[src/rtl/pipe_pkg.sv]
// Shared constants for the ID/EX pipeline slice: default widths, the bit
// positions inside the packed decode control word, and common funct codes.
package pipe_pkg;

    localparam int DATA_W = 32;
    localparam int RA_W   = 5;
    localparam int CTL_W  = 5;

    // Bit positions in idCtl = {ALUSrc, RegDst, RegWrite, MemRead, MemWrite}
    localparam int CTL_ALUSRC   = 4;
    localparam int CTL_REGDST   = 3;
    localparam int CTL_REGWRITE = 2;
    localparam int CTL_MEMREAD  = 1;
    localparam int CTL_MEMWRITE = 0;

    // R-type function codes that end up in instReg
    localparam logic [5:0] FUNCT_SLL  = 6'h00;
    localparam logic [5:0] FUNCT_SRL  = 6'h02;
    localparam logic [5:0] FUNCT_ADDU = 6'h21;
    localparam logic [5:0] FUNCT_SUBU = 6'h23;
    localparam logic [5:0] FUNCT_AND  = 6'h24;
    localparam logic [5:0] FUNCT_OR   = 6'h25;

endpackage

[src/rtl/fwd_mux.sv]
// Single-operand forwarding mux. EX/MEM beats MEM/WB beats the latched
// register value; writes to $0 never forward, and nothing forwards while the
// stage is empty.
module fwd_mux #(
    parameter int DATA_W = 32,
    parameter int RA_W   = 5
) (
    input  logic              en,
    input  logic [RA_W-1:0]   src,
    input  logic [DATA_W-1:0] reg_val,
    input  logic              ex_mem_reg_write,
    input  logic [RA_W-1:0]   ex_mem_rd,
    input  logic [DATA_W-1:0] ex_mem_data,
    input  logic              mem_wb_reg_write,
    input  logic [RA_W-1:0]   mem_wb_rd,
    input  logic [DATA_W-1:0] mem_wb_data,
    output logic [DATA_W-1:0] fwd_val
);

    logic ex_mem_hit;
    logic mem_wb_hit;

    // Priority select of the newest in-flight producer for this source register
    always_comb begin
        ex_mem_hit = en && ex_mem_reg_write && (ex_mem_rd != '0) && (ex_mem_rd == src);
        mem_wb_hit = en && mem_wb_reg_write && (mem_wb_rd != '0) && (mem_wb_rd == src);
        fwd_val    = reg_val;
        if (ex_mem_hit) begin
            fwd_val = ex_mem_data;
        end else if (mem_wb_hit) begin
            fwd_val = mem_wb_data;
        end
    end

endmodule

[src/rtl/id_ex_stage.sv]
// ID/EX pipeline register. Latches decoded operands and control, resolves
// RAW hazards by forwarding from EX/MEM and MEM/WB, and raises a load-use
// stall when the instruction in ID needs the result of a load sitting in EX.
module id_ex_stage
    import pipe_pkg::*;
#(
    parameter int DATA_W = pipe_pkg::DATA_W,
    parameter int RA_W   = pipe_pkg::RA_W
) (
    input  logic              clk,
    input  logic              rst_n,
    input  logic              idValid,
    input  logic [RA_W-1:0]   idRs,
    input  logic [RA_W-1:0]   idRt,
    input  logic [RA_W-1:0]   idRd,
    input  logic [DATA_W-1:0] idReadRs,
    input  logic [DATA_W-1:0] idReadRt,
    input  logic [DATA_W-1:0] idImm,
    input  logic [5:0]        idFunct,
    input  logic [4:0]        idSa,
    input  logic [1:0]        idALUOp,
    input  logic [4:0]        idCtl,
    input  logic              idMemToReg,
    input  logic              flush,
    input  logic              hold,
    input  logic              exMemRegWrite,
    input  logic [RA_W-1:0]   exMemRd,
    input  logic [DATA_W-1:0] exMemAluOut,
    input  logic              memWbRegWrite,
    input  logic [RA_W-1:0]   memWbRd,
    input  logic [DATA_W-1:0] memWbData,
    output logic [DATA_W-1:0] readRs,
    output logic [DATA_W-1:0] outMuxEx,
    output logic [5:0]        instReg,
    output logic [4:0]        sa,
    output logic [1:0]        ALUOp,
    output logic [DATA_W-1:0] storeData,
    output logic [RA_W-1:0]   exDest,
    output logic              exRegWrite,
    output logic              exMemRead,
    output logic              exMemWrite,
    output logic              exMemToReg,
    output logic              exValid,
    output logic              loadUseStall
);

    logic              valid_q,      valid_d;
    logic [RA_W-1:0]   rs_q,         rs_d;
    logic [RA_W-1:0]   rt_q,         rt_d;
    logic [RA_W-1:0]   rd_q,         rd_d;
    logic [DATA_W-1:0] rs_val_q,     rs_val_d;
    logic [DATA_W-1:0] rt_val_q,     rt_val_d;
    logic [DATA_W-1:0] imm_q,        imm_d;
    logic [5:0]        funct_q,      funct_d;
    logic [4:0]        sa_q,         sa_d;
    logic [1:0]        alu_op_q,     alu_op_d;
    logic [CTL_W-1:0]  ctl_q,        ctl_d;
    logic              mem_to_reg_q, mem_to_reg_d;

    logic [DATA_W-1:0] fwd_rs;
    logic [DATA_W-1:0] fwd_rt;
    logic              load_use;

    fwd_mux #(.DATA_W(DATA_W), .RA_W(RA_W)) u_fwd_rs (
        .en               (valid_q),
        .src              (rs_q),
        .reg_val          (rs_val_q),
        .ex_mem_reg_write (exMemRegWrite),
        .ex_mem_rd        (exMemRd),
        .ex_mem_data      (exMemAluOut),
        .mem_wb_reg_write (memWbRegWrite),
        .mem_wb_rd        (memWbRd),
        .mem_wb_data      (memWbData),
        .fwd_val          (fwd_rs)
    );

    fwd_mux #(.DATA_W(DATA_W), .RA_W(RA_W)) u_fwd_rt (
        .en               (valid_q),
        .src              (rt_q),
        .reg_val          (rt_val_q),
        .ex_mem_reg_write (exMemRegWrite),
        .ex_mem_rd        (exMemRd),
        .ex_mem_data      (exMemAluOut),
        .mem_wb_reg_write (memWbRegWrite),
        .mem_wb_rd        (memWbRd),
        .mem_wb_data      (memWbData),
        .fwd_val          (fwd_rt)
    );

    // Load in EX whose rt target is a source of the real, unsquashed ID instruction
    always_comb begin
        load_use = valid_q && ctl_q[CTL_MEMREAD] && (rt_q != '0)
                   && ((rt_q == idRs) || (rt_q == idRt))
                   && idValid && !flush;
    end

    // Next-state selection: hold keeps contents but refreshes operands, then bubble, then load
    always_comb begin
        valid_d      = valid_q;
        rs_d         = rs_q;
        rt_d         = rt_q;
        rd_d         = rd_q;
        rs_val_d     = rs_val_q;
        rt_val_d     = rt_val_q;
        imm_d        = imm_q;
        funct_d      = funct_q;
        sa_d         = sa_q;
        alu_op_d     = alu_op_q;
        ctl_d        = ctl_q;
        mem_to_reg_d = mem_to_reg_q;
        if (hold) begin
            // Absorb forwarded values so a producer retiring during the stall is not lost
            rs_val_d = fwd_rs;
            rt_val_d = fwd_rt;
        end else if (flush || load_use) begin
            valid_d      = 1'b0;
            ctl_d        = '0;
            mem_to_reg_d = 1'b0;
            funct_d      = '0;
            sa_d         = '0;
            alu_op_d     = '0;
        end else begin
            valid_d      = idValid;
            rs_d         = idRs;
            rt_d         = idRt;
            rd_d         = idRd;
            rs_val_d     = idReadRs;
            rt_val_d     = idReadRt;
            imm_d        = idImm;
            funct_d      = idFunct;
            sa_d         = idSa;
            alu_op_d     = idALUOp;
            ctl_d        = idCtl;
            mem_to_reg_d = idMemToReg;
        end
    end

    // Stage register; reset clears every field so the outputs read zero immediately
    always_ff @(posedge clk or negedge rst_n) begin
        if (!rst_n) begin
            valid_q      <= 1'b0;
            rs_q         <= '0;
            rt_q         <= '0;
            rd_q         <= '0;
            rs_val_q     <= '0;
            rt_val_q     <= '0;
            imm_q        <= '0;
            funct_q      <= '0;
            sa_q         <= '0;
            alu_op_q     <= '0;
            ctl_q        <= '0;
            mem_to_reg_q <= 1'b0;
        end else begin
            valid_q      <= valid_d;
            rs_q         <= rs_d;
            rt_q         <= rt_d;
            rd_q         <= rd_d;
            rs_val_q     <= rs_val_d;
            rt_val_q     <= rt_val_d;
            imm_q        <= imm_d;
            funct_q      <= funct_d;
            sa_q         <= sa_d;
            alu_op_q     <= alu_op_d;
            ctl_q        <= ctl_d;
            mem_to_reg_q <= mem_to_reg_d;
        end
    end

    // EX-side outputs; control and destination are qualified by the valid bit
    always_comb begin
        readRs       = fwd_rs;
        storeData    = fwd_rt;
        outMuxEx     = ctl_q[CTL_ALUSRC] ? imm_q : fwd_rt;
        instReg      = funct_q;
        sa           = sa_q;
        ALUOp        = alu_op_q;
        exValid      = valid_q;
        exDest       = valid_q ? (ctl_q[CTL_REGDST] ? rd_q : rt_q) : '0;
        exRegWrite   = valid_q & ctl_q[CTL_REGWRITE];
        exMemRead    = valid_q & ctl_q[CTL_MEMREAD];
        exMemWrite   = valid_q & ctl_q[CTL_MEMWRITE];
        exMemToReg   = valid_q & mem_to_reg_q;
        loadUseStall = load_use;
    end

endmodule

[config.mk]
export PLATFORM = sky130hd
export DESIGN_NAME = id_ex_stage
export DESIGN_NICKNAME = d
export VERILOG_FILES = /design/src/rtl/pipe_pkg.sv /design/src/rtl/fwd_mux.sv /design/src/rtl/id_ex_stage.sv
export SDC_FILE = /design/constraint.sdc
export NUM_CORES = 1
export LEC_CHECK = 0
export CORE_ASPECT_RATIO = 0.6
export CORE_MARGIN = 4
export CORE_UTILIZATION = 41
export DETAILED_ROUTE_END_ITERATION = 10
export PLACE_DENSITY = 0.87
export SYNTH_ARGS = -nofsm -noshare
export SYNTH_HDL_FRONTEND = slang
export SYNTH_HIERARCHICAL = 1
export SYNTH_SLANG_ARGS = --single-unit
[constraint.sdc]
create_clock -name clk -period 4.95 [get_ports clk]
set_clock_uncertainty 0.1 [all_clocks]
set_input_delay 0.7425 -clock clk [delete_from_list [all_inputs] [get_ports clk]]
set_output_delay 0.7425 -clock clk [all_outputs]
set_load 0.02 [all_outputs]
==> results.toml, run 1 <==
[placed_design]
hpwl_um = 30100
io_buffers = 330
place_congestion = 0.951
placed_cell_area_mm2 = 0.0126

[detailed_routing]
via_count = 9973
drt_first_pass_iters = 6
route.met3.wl_um = 5680
wl_met1_um = 17600
wl_met2_um = 17500
drt_wl_total_um = 41600
wl_per_cell_um = 27.4
routed.top_layer = "met5"
drtIter0Drc = 1235
drc_errors = 0
postRouteAntennaNets = 0
routed_via_density = 6.57

[setup_path]
worstSetupStartpointType = "primary input"
critPathKind = "in -> out"
path_max_fanout = 11
cp.arrival_ns = 3.94
end_kind = "primary output"
worstPathRequired_ns = 4.11

[global_routing]
gr-total-overflow = 0
grt_pass1_vias = 9703
antenna_found_initial = 1
grtUsageTotal_pct = 33.0
grt_pass1_wl_um = 61400
grt_max_degree = 97

[sta]
slew_headroom_pct = 28.5
min_period_ns = 4.78
tns_ns = 0
final_hold_viol_count = 0
slew_violations = 0
tightest_slew_ns = 1.07
fmax_mhz = 209
setup_viol = 0
rsz0062_at_grt = "false"
fin_crit_sh_pct = 96.6

[yosys]
async_reset_ff_share_pct = 100
synth_area_leader_cell = "dfrtp_1"
seq_area_frac_synth_pct = 36.2
ys.flop_type = "dfrtp_1"
synth_area_mm2 = 0.00905
synth-seq-cells = 131
synth_cell_types = 40
synth_area_leaders = "dfrtp_1, a221oi_2, mux2_2, o31ai_1, nor4_1"
synth_edf_count = 0
syn_inst = 956
synth.avg_cell_area_um2 = 9.46
synth_top_area_share_pct = 36.2
syn_nets = 1167
ys_warn_count = 6

[die]
start_util_pct = 42.4
die_h_um = 123
io_pins = 331
design.core.area_mm2 = 0.0213
die-width_um = 200
dieArea_mm2 = 0.0246
num_rows = 41

[clocking]
cts_buffers = 17
cts_htree_levels = 4
cts_tree = "built"
root_buffer = "clkbuf_16"
clock_sinks = 131
clk_pin_slew_worst_paths_ns = 0.06
post_cts_resized = 0
ctsHoldBuffers = 0
cts_setup_buffers = 0
clockBufferDepth = 2
worstSkewPairLatency_ns = 0.43

[run_status]
status = "finished clean"

[finish]
fin_area_mm2 = 0.0131
nets = 1437
post-route-util_pct = 61.6
drive_gt1_share_pct = 16.7
mostFrequentLayoutCells = "clkdlybuf4s50_1, dfrtp_1, nor2_1, nor4_1"
synthToLayoutAreaGrowth_pct = 45.2
final_common_cell = "clkdlybuf4s50_1"
antenna_cells = 0

[worst_hold_path]
hp-class = "in -> async"

[power]
power_leakage_nw = 4.78
powerDensity_mw_per_mm2 = 318
ir_drop_mv = 0.236

[run]
maxCapViolCount = 0
==> sequential cells by signal, indices dropped and copies added (netlist names) <==
signal	cells
ALUOp	2
ctl_q	5
exValid	1
imm_q	32
instReg	6
mem_to_reg_q	1
rd_q	5
rs_q	5
rs_val_q	32
rt_q	5
rt_val_q	32
sa	5
==> per-stage QoR <==
step | cells | hold slack (ns) | power, mW | setup WS [ns]
6_report | 1518 | 0.270 | 4.18 | 0.170
5_1_grt | 1518 | 0.400 | 4.34 | 0.150
4_1_cts | 1518 | 0.354 | 4.17 | 0.285
3_5_place_dp | 1486 | 0.375 | 2.89 | 0.305
3_3_place_gp | 1486 | 0.366 | 2.85 | 0.408
2_1_floorplan | 956 | 0.347 | 2.12 | 1.26
==> synthesized netlist by cell type (5+ instances only) <==
library cell  count
inv_1            35
mux2_2           54
a31oi_1          64
nor2b_1          36
nor4_1           66
xor2_1            8
dfrtp_1         131
a221oi_2         60
nand4_1          64
buf_6            16
mux2_1           10
buf_2            13
a22o_1           20
nand2_1          20
nor2_1           96
mux2i_1           5
a211oi_1         33
xnor2_1          18
o31ai_1          64
o21ai_0          15
clkbuf_1         85
==> final cells by class <==
class / instances / area, µm²
Inverter: 37 / 139
Tap cell: 279 / 349
Fill cell: 1757 / 8200
Clock buffer: 19 / 443
Multi-Input combinational cell: 671 / 5150
Clock inverter: 13 / 134
Timing Repair Buffer: 368 / 3640
Sequential cell: 131 / 3280
==> critical path, cell delays in order <==
cell             delay, ns
clkdlybuf4s50_1       0.45
xnor2_1               0.32
o2111a_1              0.57
buf_4                 0.28
nand4_1               0.14
a31oi_1               0.54
mux2_2                0.27
clkdlybuf4s50_1       0.62
==> layer usage <==
layer / GRT usage [%] / vias to the layer above
li1: - / 4255
met1: 47.1 / 4843
met2: 47.2 / 793
met3: 12.1 / 80
met4: 8.35 / 2
met5: 2.26 / -
==> report_power, final <==
part           leakage [nW]  switching [mW]  total [mW]  internal, mW
registers              1.50           0.127        1.34          1.21
clock network         0.279           0.522        1.28         0.754
logic                  3.00           0.866        1.57         0.700
total                  4.78            1.51        4.18          2.67
==> cell families after synthesis <==
logic type / share of synthesized area [%]
xor gates and xnor gates: 2.52
DFF: 36.2
muxes: 8.52
buffers and inverters: 8.02
and+or+nand+nor: 17.5
AOI/OAI and AO/OA: 27.2
==> path summary, 6_finish.rpt <==
path / from / to / slack (ns) / cells after the start
worst min-delay path: rst_n / rt_q[2]$_DFFE_PN0P_ / 0.27 / 1
max in group asynchronous: rst_n / rt_val_q[13]$_DFFE_PN0P_ / 3.43 / 2
worst max register to register: rt_q[1]$_DFFE_PN0P_ / rt_q[4]$_DFFE_PN0P_ / 1.22 / 5
min in group clk: imm_q[27]$_DFFE_PN0P_ / imm_q[27]$_DFFE_PN0P_ / 0.40 / 1
worst max-delay path: memWbRd[0] / outMuxEx[30] / 0.17 / 8
worst min register to register: imm_q[27]$_DFFE_PN0P_ / imm_q[27]$_DFFE_PN0P_ / 0.40 / 1
Power figures use the tool's default switching activity.
==> run 2: changes to the inputs <==
--- a/config.mk
+++ b/config.mk
@@ -5,10 +5,12 @@
 export SDC_FILE = /design/constraint.sdc
 export NUM_CORES = 1
 export LEC_CHECK = 0
+export CAP_MARGIN = 20
 export CORE_ASPECT_RATIO = 0.6
 export CORE_MARGIN = 4
 export CORE_UTILIZATION = 41
 export DETAILED_ROUTE_END_ITERATION = 10
+export MAX_ROUTING_LAYER = met4
 export PLACE_DENSITY = 0.87
 export SYNTH_ARGS = -nofsm -noshare
 export SYNTH_HDL_FRONTEND = slang
==> results.toml, run 2 (same netlist as run 1, synthesis figures left out) <==
[power]
powerDensity_mw_per_mm2 = 323
finalPower_mw = 4.26
power_leakage_nw = 4.81
ir_drop_mv = 0.250

[clocking]
clockBufferDepth = 2
clock_sinks = 131
clk_pin_slew_worst_paths_ns = 0.06
worstSkewPairLatency_ns = 0.43
ctsHoldBuffers = 0
cts_htree_levels = 4
cts_buffers = 17
cts_tree = "built"
cts_setup_buffers = 0
root_buffer = "clkbuf_16"
post_cts_resized = 0

[sta]
slew_violations = 0
fin_crit_sh_pct = 95.7
min_period_ns = 4.74
rsz0062_at_grt = "false"
fmax_mhz = 211
tns_ns = 0
final_hold_viol_count = 0
tightest_slew_ns = 1.05
layout_setup_ws_ns = 0.211
setup_viol = 0
slew_headroom_pct = 30.0
timing.hold.ws_ns = 0.302

[finish]
fin_area_mm2 = 0.0132
mostFrequentLayoutCells = "clkdlybuf4s50_1, dfrtp_1, nor2_1, nor4_1"
nets = 1436
fin_cells = 1520
top_regs = "imm_q x32, rs_val_q x32, rt_val_q x32"
synthToLayoutAreaGrowth_pct = 45.9
final_common_cell = "clkdlybuf4s50_1"
drive_gt1_share_pct = 16.5
post-route-util_pct = 61.8

[global_routing]
grt_pass1_wl_um = 60900
grtUsageTotal_pct = 33.9
use_met1_pct = 47.0
grt_max_degree = 92
gr-total-overflow = 0
busiest_layer = "met2"
antenna_found_initial = 3
grtUsageMet3_pct = 11.5
use_met2_pct = 47.8
grt_pass1_vias = 9782

[die]
die-width_um = 200
num_rows = 41
die_h_um = 123
io_pins = 331
start_util_pct = 42.4
dieArea_mm2 = 0.0246
design.core.area_mm2 = 0.0213

[placed_design]
io_buffers = 330
placedCellCount = 1485
placed_cell_area_mm2 = 0.0126
hpwl_um = 30200
place_congestion = 0.960
pre_cts_slack_ns = 0.340

[setup_path]
reg2reg_to = "imm_q[8]$_DFFE_PN0P_"
worstSetupStartpointType = "primary input"
ff2ff_path_depth = 5
worstPathRequired_ns = 4.11
critPathKind = "in -> out"
rrSetupSlack_ns = 1.11
cp.arrival_ns = 3.90
end_kind = "primary output"
reg2reg_from = "rt_q[1]$_DFFE_PN0P_"
path_max_fanout = 21

[detailed_routing]
via_count = 9848
wl_per_cell_um = 27.2
routed_via_density = 6.48
drtIter0Drc = 1094
drc_errors = 0
postRouteAntennaNets = 0
drt_first_pass_iters = 6
drt_wl_total_um = 41300

[run]
maxCapViolCount = 0

[run_status]
status = "finished clean"

[worst_hold_path]
hp-class = "in -> async"
[run 2: cell type report]
type                    count  area (µm²)
multi-input cells         671        5150
flip-flops and latches    131        3280
repair buffers            367        3660
inverters                  37         139
well taps                 279         349
clock buffers              21         450
diodes                      3        7.51
clock inverters            11         159
fillers                  1754        8150
[run 2: how the worst max path moves through the flow]
stage                from            to  slack (ns)
6_report       exMemRd[0]   outMuxEx[9]        0.21
4_1_cts        exMemRd[0]   outMuxEx[9]        0.32
5_1_grt        memWbRd[0]   outMuxEx[9]        0.14
3_5_place_dp   exMemRd[0]   outMuxEx[9]        0.34
3_3_place_gp   memWbRd[0]  outMuxEx[21]        0.42
2_1_floorplan  exMemRd[0]  outMuxEx[11]        1.26
[run 2: critical path: stages]
cell and delay, ns:
clkdlybuf4s50_1 0.49, or4_1 0.61, a21oi_4 0.26, buf_4 0.33, nor4_1 0.11, a31oi_1 0.34
inv_1 0.13, o21ai_0 0.20, clkdlybuf4s50_1 0.66
[run 2: routing by layer]
layer	share of wire, %	up-vias
li1	-	4270
met1	43	4795
met2	42	722
met3	13	61
met4	1.9	0
met5	0	-
[run 2: power breakdown]
part / switching [mW] / leakage (nW) / internal [mW]
sequential: 0.125 / 1.50 / 1.21
clock: 0.503 / 0.304 / 0.852
combinational: 0.863 / 3.00 / 0.705
total: 1.49 / 4.81 / 2.77
==> run 3: changes to the inputs <==
--- a/config.mk
+++ b/config.mk
@@ -8,10 +8,11 @@
 export CAP_MARGIN = 20
 export CORE_ASPECT_RATIO = 0.6
 export CORE_MARGIN = 4
-export CORE_UTILIZATION = 41
+export CORE_UTILIZATION = 45
 export DETAILED_ROUTE_END_ITERATION = 10
 export MAX_ROUTING_LAYER = met4
-export PLACE_DENSITY = 0.87
+export PLACE_DENSITY = 0.93
+export SKIP_LAST_GASP = 1
 export SYNTH_ARGS = -nofsm -noshare
 export SYNTH_HDL_FRONTEND = slang
 export SYNTH_HIERARCHICAL = 1
==> results.toml, run 3 (same netlist as run 1, synthesis figures left out) <==
[clocking]
post_cts_resized = 0
worstSkewPairLatency_ns = 0.43
cts_htree_levels = 4
cts_tree = "built"
clock_sinks = 131
clk_pin_slew_worst_paths_ns = 0.06
clockBufferDepth = 2
cts_buffers = 17
cts_setup_buffers = 0
root_buffer = "clkbuf_16"
ctsHoldBuffers = 0

[sta]
layout_setup_ws_ns = 0.273
slew_violations = 0
tightest_slew_ns = 1.11
rsz0062_at_grt = "false"
tns_ns = 0
setup_viol = 0
slew_headroom_pct = 25.9
fin_crit_sh_pct = 94.5
fmax_mhz = 214
final_hold_viol_count = 0
min_period_ns = 4.68

[setup_path]
reg2reg_to = "rs_val_q[10]$_DFFE_PN0P_"
critPathKind = "in -> out"
slowest_delay_ns = 0.63
reg2reg_from = "rt_q[4]$_DFFE_PN0P_"
cp.arrival_ns = 3.83
worstPathRequired_ns = 4.11
end_kind = "primary output"
ff2ff_path_depth = 7
path_max_fanout = 33
worstSetupStartpointType = "primary input"
rrSetupSlack_ns = 1.81
crit_path_top_delay_cell = "or4_1"
path_cells = "clkdlybuf4s50_1 > or4_1 > a21oi_4 > buf_12 > or3_1 > buf_12 > a31oi_1 > mux2_2 > clkdlybuf4s50_1"

[detailed_routing]
postRouteAntennaNets = 0
drc_errors = 0
wl_per_cell_um = 28.2
via_count = 10300
drt_first_pass_iters = 6
routed_via_density = 6.81
drtIter0Drc = 1594
drt_wl_total_um = 42500

[global_routing]
grt_max_degree = 100
grt_pass1_vias = 10100
grtUsageTotal_pct = 37.6
antenna_found_initial = 5
grt_pass1_wl_um = 63100
gr-total-overflow = 0

[run_status]
status = "finished clean"

[finish]
multi_input_area_mm2 = 0.00513
fin_cells = 1505
top_regs = "imm_q x32, rs_val_q x32, rt_val_q x32"
mostFrequentLayoutCells = "clkdlybuf4s50_1, dfrtp_1, nor2_1, nor4_1"
synthToLayoutAreaGrowth_pct = 45.3
seq_area_mm2 = 0.00328
fill_cells = 1415
drive_gt1_share_pct = 16.8
nets = 1433
fin_area_mm2 = 0.0131
final_common_cell = "clkdlybuf4s50_1"

[placed_design]
pre_cts_slack_ns = 0.385
placedCellCount = 1469
place_congestion = 1.04
hpwl_um = 29900
io_buffers = 330
placed_cell_area_mm2 = 0.0126

[die]
design.core.area_mm2 = 0.0194
io_pins = 331
num_rows = 39
die_h_um = 118
dieArea_mm2 = 0.0225
die-width_um = 191
start_util_pct = 46.7

[worst_hold_path]
hp-class = "in -> async"

[power]
finalPower_mw = 4.14
power_leakage_nw = 4.78
ir_drop_mv = 0.240
powerDensity_mw_per_mm2 = 315

[run]
maxCapViolCount = 0
run 3: cell types whose count changed in the layout (fill, tap and decap cells not counted), moves of 2 or more:
cell | before | now
buf_12 | 7 | 14
clkdlybuf4s50_1 | 324 | 317
clkinvlp_4 | 0 | 4
buf_4 | 35 | 32
bufinv_16 | 4 | 1
clkbuf_1 | 3 | 1
nand3_1 | 2 | 4
nand3_2 | 2 | 0
o21ai_2 | 0 | 2
o21ai_4 | 2 | 0
run 3: worst max-delay path by stage:
stage / end / cells past startpoint / start / slack (ns)
after floorplan: outMuxEx[11] / 7 / exMemRd[0] / 1.26
after global placement: outMuxEx[22] / 10 / exMemRd[0] / 0.45
after detailed placement: outMuxEx[1] / 9 / exMemRd[0] / 0.38
after CTS: outMuxEx[1] / 9 / exMemRd[0] / 0.35
after global routing: outMuxEx[18] / 9 / memWbRd[2] / 0.21
final: outMuxEx[1] / 9 / exMemRd[0] / 0.27
run 3: where the power goes:
part,internal (mW),switching (mW)
Combinational,0.710,0.865
Clock,0.701,0.524
Sequential,1.21,0.130
Total,2.63,1.52
run 3: final cells by class:
class,count,area share [%]
diodes,4,0.0761
clock buffers,19,3.37
clock inverters,13,0.847
inverters,37,1.06
multi-input cells,671,39.0
flip-flops and latches,131,24.9
well taps,266,2.53
repair buffers,364,28.2
run 3: per-stage QoR:
step | util (%) | hold slack, ns
detailed placement | 65.0 | 0.381
global route | 67.9 | 0.390
floorplan | - | 0.347
finish | 67.9 | 0.310
global placement | 65.0 | 0.363
CTS | 67.8 | 0.380
run 3: layer usage:
metal / track usage, % / up-vias / part of all wire [%]
li1: - / 4266 / -
met1: 51.5 / 4868 / 40
met2: 53.3 / 971 / 42
met5: - / - / 0
met4: 9.37 / 0 / 3.0
met3: 13.1 / 151 / 15
run 3: worst max-delay path: cells and delay by family:
kind                   cells  cell delay, ns
muxes                      1            0.32
and+or+nand+nor            2            0.84
buffers and inverters      4            1.48
AOI/OAI and AO/OA          2            0.42
